### src/rtl/cpu_pkg.sv
// cpu_pkg: shared pipeline types, NOP control words and hazard helpers.
package cpu_pkg;
  typedef enum logic {RUN, MEM_WAIT} hazard_state_t;
  localparam logic [1:0] NOP_WB = 2'b00;
  localparam logic [1:0] NOP_M  = 2'b00;
  localparam logic [3:0] NOP_EX = 4'b0000;
  function automatic logic reads_reg(input logic uses, input logic [4:0] src, input logic [4:0] dst);
    return uses && (src == dst);
  endfunction
endpackage

### src/rtl/sat_counter.sv
// sat_counter: W-bit up counter that sticks at its maximum value.
module sat_counter #(
  parameter int W = 16
) (
  input  logic         clk,
  input  logic         rst,
  input  logic         inc,
  output logic [W-1:0] count
);
  always_ff @(posedge clk or posedge rst)
    if (rst) count <= '0;
    else if (inc && count != '1) count <= count + W'(1);
endmodule

### src/rtl/hazard_ctrl.sv
// hazard_ctrl: load-use, taken-branch and slow-memory hazard control for the 5-stage pipeline.
module hazard_ctrl
  import cpu_pkg::*;
#(
  parameter int MEM_TIMEOUT = 8,
  parameter int CNT_W       = 16
) (
  input  logic             clk,
  input  logic             rst,
  input  logic [4:0]       IDRsAddr,
  input  logic [4:0]       IDRtAddr,
  input  logic             IDUsesRs,
  input  logic             IDUsesRt,
  input  logic             EXMemRead,
  input  logic [4:0]       EXRtAddr,
  input  logic             BranchTaken,
  input  logic             MemAccess,
  input  logic             MemReady,
  output logic             PCWrite,
  output logic             IFIDWrite,
  output logic             IDEXWrite,
  output logic             EXMEMWrite,
  output logic             IFIDFlush,
  output logic             IDEXBubble,
  output logic             MEMWBBubble,
  output logic             MemError,
  output logic [CNT_W-1:0] StallCycles,
  output logic [CNT_W-1:0] FlushCount
);
  localparam int WW = $clog2(MEM_TIMEOUT + 1);
  hazard_state_t state, state_n;
  logic [WW-1:0] wait_cnt, wait_n;
  logic memstall, loaduse;
  assign memstall = MemAccess && !MemReady;
  assign loaduse  = EXMemRead && (EXRtAddr != 5'd0) &&
                    (reads_reg(IDUsesRs, IDRsAddr, EXRtAddr) || reads_reg(IDUsesRt, IDRtAddr, EXRtAddr));
  always_ff @(posedge clk or posedge rst)
    if (rst) begin
      state    <= RUN;
      wait_cnt <= '0;
    end else begin
      state    <= state_n;
      wait_cnt <= wait_n;
    end
  // Reset forces the default outputs regardless of the hazard inputs.
  always_comb begin
    state_n     = state;
    wait_n      = wait_cnt;
    PCWrite     = 1'b1;
    IFIDWrite   = 1'b1;
    IDEXWrite   = 1'b1;
    EXMEMWrite  = 1'b1;
    IFIDFlush   = 1'b0;
    IDEXBubble  = 1'b0;
    MEMWBBubble = 1'b0;
    MemError    = 1'b0;
    if (!rst)
      case (state)
        RUN:
          if (memstall) begin
            {PCWrite, IFIDWrite, IDEXWrite, EXMEMWrite} = 4'b0000;
            MEMWBBubble = 1'b1;
            state_n     = MEM_WAIT;
            wait_n      = WW'(1);
          end else if (BranchTaken) begin
            IFIDFlush  = 1'b1;
            IDEXBubble = 1'b1;
          end else if (loaduse) begin
            PCWrite    = 1'b0;
            IFIDWrite  = 1'b0;
            IDEXBubble = 1'b1;
          end
        MEM_WAIT:
          if (MemReady) state_n = RUN;
          else if (wait_cnt < WW'(MEM_TIMEOUT)) begin
            {PCWrite, IFIDWrite, IDEXWrite, EXMEMWrite} = 4'b0000;
            MEMWBBubble = 1'b1;
            wait_n      = wait_cnt + WW'(1);
          end else begin
            MemError    = 1'b1;
            MEMWBBubble = 1'b1;
            state_n     = RUN;
          end
        default: state_n = RUN;
      endcase
  end
  sat_counter #(.W(CNT_W)) u_stall (.clk(clk), .rst(rst), .inc(!PCWrite),  .count(StallCycles));
  sat_counter #(.W(CNT_W)) u_flush (.clk(clk), .rst(rst), .inc(IFIDFlush), .count(FlushCount));
endmodule

### config.mk
export PLATFORM = sky130hd
export DESIGN_NAME = hazard_ctrl
export DESIGN_NICKNAME = d
export VERILOG_FILES = /design/src/rtl/cpu_pkg.sv /design/src/rtl/sat_counter.sv /design/src/rtl/hazard_ctrl.sv
export SDC_FILE = /design/constraint.sdc
export NUM_CORES = 1
export LEC_CHECK = 0
export ABC_AREA = 0
export CAP_MARGIN = 10
export CORE_MARGIN = 8
export CORE_UTILIZATION = 50
export DETAILED_ROUTE_END_ITERATION = 7
export PLACE_DENSITY = 0.85
export SYNTH_ARGS = -nofsm -noshare
export SYNTH_HDL_FRONTEND = slang
export SYNTH_SLANG_ARGS = --single-unit
### constraint.sdc
create_clock -name clk -period 5.04 [get_ports clk]
set_clock_uncertainty 0.2 [all_clocks]
set_input_delay 0.756 -clock clk [delete_from_list [all_inputs] [get_ports clk]]
set_output_delay 0.756 -clock clk [all_outputs]
set_load 0.01 [all_outputs]
After elaboration in Yosys (flattened, before gate mapping)
Index checks and enable logic that the tools add are counted.

cells by class
  multiplexer cells = 33
  equality and inequality tests = 7
  reduce and logical (&&, ||, !) cells = 12
  $add $sub $neg = 3
  bitwise gates (word level) = 2
  order comparisons = 1

operators with widths
  operator                                                                 number
  16-bit by 1-bit adder with 16-bit output, second input constant          2
  16-bit inequality test, second input constant                            2
  1-bit 2-to-1 mux                                                         25
  4-bit 2-to-1 mux                                                         3
  5-bit == test                                                            2
  1-bit case mux with 2 select lines                                       4
  4-bit case mux with 2 select lines                                       1
  1-bit logical AND                                                        7
  5-bit nonzero test                                                       1
  4-bit by 1-bit adder with 4-bit output, second input constant            1
  4-bit less-than comparator, second input constant                        1
  2-bit inequality test, second input constant                             2
  4-bit AND reduction                                                      1
  1-bit zero test                                                          2
  2-bit by 1-bit inequality test with 1-bit output, second input constant  1
  1-bit inverter                                                           2
  1-bit logical OR                                                         1

storage, ports and cells
  flip-flop bits (word level) = 37
  bits of input ports = 23
  output and inout port bits = 40
  word-level logic and storage cells = 62

Longest topological paths before layout
  depth in word-level cells = 11
  gate-level depth with buffers = 9
  gate-level depth less buffers = 8

Hierarchy
A second synthesis with hierarchy kept.

second synthesis, totals
  cell total of the unflattened synthesis = 201
  area, all modules = 2099.5 µm²

modules (own cells, without submodules)
  module       cells an instance  sequential area each (µm²)  area an instance (µm²)  instances
  sat_counter  71                 400.4                       805.8                   2
  hazard_ctrl  59                 125.1                       488.0                   1

Worst setup path before layout
Ideal clock, no wire load.

  path type = input to output
  start point = in EXRtAddr[1]
  end point = out PCWrite
  cell stages on the path = 5
  required time = 4.084 ns
  data arrival time = 2.049 ns
  path slack = 2.035 ns
  path buffers = 1
  cells stage by stage = or4_1 -> o21ai_1 -> and2b_1 -> a21oi_1 -> buf_4

on the way
  word-level cells in the longest chain between the ends = 9
  elaborated cells on any way between the ends = 13
  classes of those cells = eq/ne (2); mux (5); reduce/logical (6)

ends and longest elaborated chain
  item                                    RTL line           text
  start: declaration                      hazard_ctrl.sv:15  input logic [4:0] EXRtAddr,
  5-bit == test                           cpu_pkg.sv:8       return uses && (src == dst);
  1-bit logical AND                       cpu_pkg.sv:8
  1-bit logical OR                        hazard_ctrl.sv:36  (reads_reg(IDUsesRs, IDRsAddr, EXRtAddr) || reads_reg(IDUsesRt, IDRtAddr, EXRtAddr));
  1-bit logical AND (*)                   hazard_ctrl.sv:35  assign loaduse = EXMemRead && (EXRtAddr != 5'd0) &&
  1-bit 2-to-1 mux (*) (3 in a row)       -
  1-bit case mux with 2 select lines (*)  -
  1-bit 2-to-1 mux (*)                    -
  end: declaration                        hazard_ctrl.sv:19  output logic PCWrite,

Every way passes the cells marked *; elsewhere a longest branch is shown, timed or not.

Worst setup path after layout
  start point = in EXRtAddr[2]
  end point = out IFIDWrite

on the way
  word-level cells in the longest chain between the ends = 9
  elaborated cells on any way between the ends = 13
  classes of those cells = eq/ne (2); mux (5); reduce/logical (6)

ends and longest elaborated chain
  item                                    RTL line           text
  5-bit == test                           cpu_pkg.sv:8
  1-bit logical AND                       cpu_pkg.sv:8
  1-bit logical OR                        hazard_ctrl.sv:36
  1-bit logical AND (*)                   hazard_ctrl.sv:35
  1-bit 2-to-1 mux (*)                    hazard_ctrl.sv:68  end else if (loaduse) begin
  1-bit 2-to-1 mux (*)                    hazard_ctrl.sv:65  end else if (BranchTaken) begin
  1-bit 2-to-1 mux (*)                    hazard_ctrl.sv:60  if (memstall) begin
  1-bit case mux with 2 select lines (*)  hazard_ctrl.sv:58  case (state)
  1-bit 2-to-1 mux (*)                    hazard_ctrl.sv:57  if (!rst)
  end: declaration                        hazard_ctrl.sv:20  output logic IFIDWrite,

Marked as above.

==> metrics <==
Avg WL per Cell 15.84 microns; hold_buf cts 0; final slew viol count 0; unrepaired setup endpoints after global routing no; Post-DP HPWL 3.706 mm; cell area after synthesis a little under 2000 sq um; sw frac 0.3269; Synth area leaders dfrtp_1 47%, xnor2_1 8.9%, xor2_1 8.9%, nand2_1 4.4%, nand3_1 3.5%; Cells after Synth ~190; io pins 63; number of synthesized flops with an enable pin 0; die span in y 78.90 microns; clock power share 0.233; Max-Cap Viols 0; CTS Sinks 37; 1st-pass router iterations 4; Yosys reg bits 37; top cells by count, synth 37 x dfrtp_1, 23 x nand2_1, 20 x xnor2_1, 20 x xor2_1; Util after Layout 0.6950; Routed Antenna Nets 0; final hold vios 0; post-route DRC violation count 0; Synth cell types 41; Fillers roughly 320; Seq pwr share 0.476; Setup CP Type in2out; CTS tree done; NetSw approximately 0.00028 W; Clock transition at path regs 80 ps; CTS root buf clkbuf_8; overall routed net length approximately 5 mm; initial antenna violation count 0; PD cells between 300 and 400 nW/um^2; final period utilization 0.7640; ys flop type dfrtp_1; Core ar. 3914 sq um; P_int around 0.00058 W; Fmax 0.2597 GHz; Initial Util 0.5054; Seq/Total Area, Yosys 0.4681; R2R Setup Slk 2580 ps; layout cells sized above 1 0.08915; YS warnings 0; combinational power share 0.292; Post-Syn Nets 218; cell taking the most area after synthesis dfrtp_1; top-area cell type share of the netlist area 0.4681; post-CTS sizing 0; CTS H-Tree Depth 2; Hold Path Class reg2reg; Chip Width 78.90 microns; Period minus WS final 3851 ps; Layout area overhead 37.51%; total gr overflow 0; Initial DRC Count 56; status complete, no violations; largest net degree at the start of global routing 38; CP Max Fanout 3; Max VDD drop 0.0002438 V; clock latency on the worst-skew pair around 290 ps; full die area roughly 6200 sq um; startpoint types input pin; Longest Clk Path Bufs 2; count leader, synth dfrtp_1; vias in the first global route ~1.7k; total track usage 0.1561; Diodes inserted 0; Slew headroom 0.6351; port bufs 62; P_leak 1.205 nW; Mean Syn Cell Area a little over 10 sq um; overall via count from detail_route 1613; Final nets 283; Cell Rows 23; CP endpoint kind output pin; Fin Setup TNS 0 ps; asr flop ratio synth 1.000; vias per cell about 5.2; Slew @ Worst Pin 546.1 ps; final setup fails 0; Setup Buffers After CTS 0; Critical Path RT 4080 ps; Worst Path Arrival between 2000 and 3000 ps; gpl congestion 0.7736; first-pass GRT wire length 7.748 mm; CTS buffer count 5
==> layout make-up <==
class / count / area (sq um) / share of cell area
Multi-Input combinational cell: 146 / 1002 / 0.3684
Sequential cell: 37 / 925.9 / 0.3404
Timing Repair Buffer: 63 / 628.1 / 0.2309
Clock buffer: 5 / 68.82 / 0.02530
Tap cell: 50 / 62.56 / 0.02300
Clock inverter: 3 / 17.52 / 0.006440
Inverter: 4 / 15.01 / 0.005520
==> registers in the layout (all words and copies together), names as in the netlist <==
signal and count:
u_flush.count 16, wait_cnt 4, u_stall.count 16, state 1
==> critical path, stage by stage <==
cell and delay, ps:
clkdlybuf4s50_1 480, or4_1 530, o21ai_1 170, and2b_1 210, a21oi_1 180, clkdlybuf4s50_1 570
==> logic make-up after synthesis <==
group / after synthesis / share of synthesized area
compound gates: 14 / 0.05313
mux: 2 / 0.01328
simple gates: 87 / 0.2442
flops: 37 / 0.4681
fa+ha+maj: 3 / 0.01898
buf+inv: 9 / 0.02529
xor+xnor: 40 / 0.1771
==> stage by stage <==
step                      instances  area [sq um]  hold WS (ps)   power, W  setup WS, ps
after global routing            308          2720         327.5  0.0009121          1103
after global placement          300          2634         278.9  0.0006594          1219
after CTS                       308          2720         296.0  0.0008726          1177
after detailed placement        300          2634         285.5  0.0006677          1177
after floorplan                 192          1978         275.6  0.0005295          2035
final                           308          2720         292.7  0.0008634          1189
==> power by group through the flow <==
| stage | registers [W] | logic (W) | clock network, W |
|---|---|---|---|
| 2_1_floorplan | 0.000413 | 0.000116 | 0 |
| 3_3_place_gp | 0.000412 | 0.000248 | 0 |
| 3_5_place_dp | 0.000414 | 0.000254 | 0 |
| 4_1_cts | 0.000409 | 0.000256 | 0.000208 |
| 5_1_grt | 0.000418 | 0.000273 | 0.000221 |
| 6_report | 0.000411 | 0.000252 | 0.000201 |
==> layer usage <==
metal | up-vias | wire length (microns) | GRT usage
li1 | 787 | - | -
met1 | 771 | 2130 | 0.1845
met2 | 46 | 2430 | 0.2635
met3 | 9 | 237 | 0.04628
met4 | 0 | 80 | 0.05556
met5 | - | 0 | 0
==> cells in the final DEF, fill, tap and decap left out, drive strengths merged, types with 5 or more instances in the layout <==
master | Yosys | routed
clkbuf | 0 | 5
clkdlybuf4s50 | 0 | 62
dfrtp | 37 | 37
nand2 | 23 | 23
nand3 | 14 | 14
nand4 | 8 | 8
nor2 | 16 | 16
nor3 | 9 | 9
nor4 | 6 | 6
xnor2 | 20 | 20
xor2 | 20 | 20
==> worst paths after layout <==
kind | start | endpoint | cells after the start
worst max-delay path | EXRtAddr[2] | IFIDWrite | 6
worst min-delay path | u_flush.count[6]$_DFFE_PP0P_ | u_flush.count[6]$_DFFE_PP0P_ | 1
worst max register to register | u_stall.count[0]$_DFFE_PP0P_ | u_stall.count[13]$_DFFE_PP0P_ | 7
worst min register to register | u_flush.count[6]$_DFFE_PP0P_ | u_flush.count[6]$_DFFE_PP0P_ | 1
max in group asynchronous | rst | u_flush.count[13]$_DFFE_PP0P_ | 3
min in group asynchronous | rst | wait_cnt[2]$_DFFE_PP0P_ | 3
(Power assumes the default switching activity.)
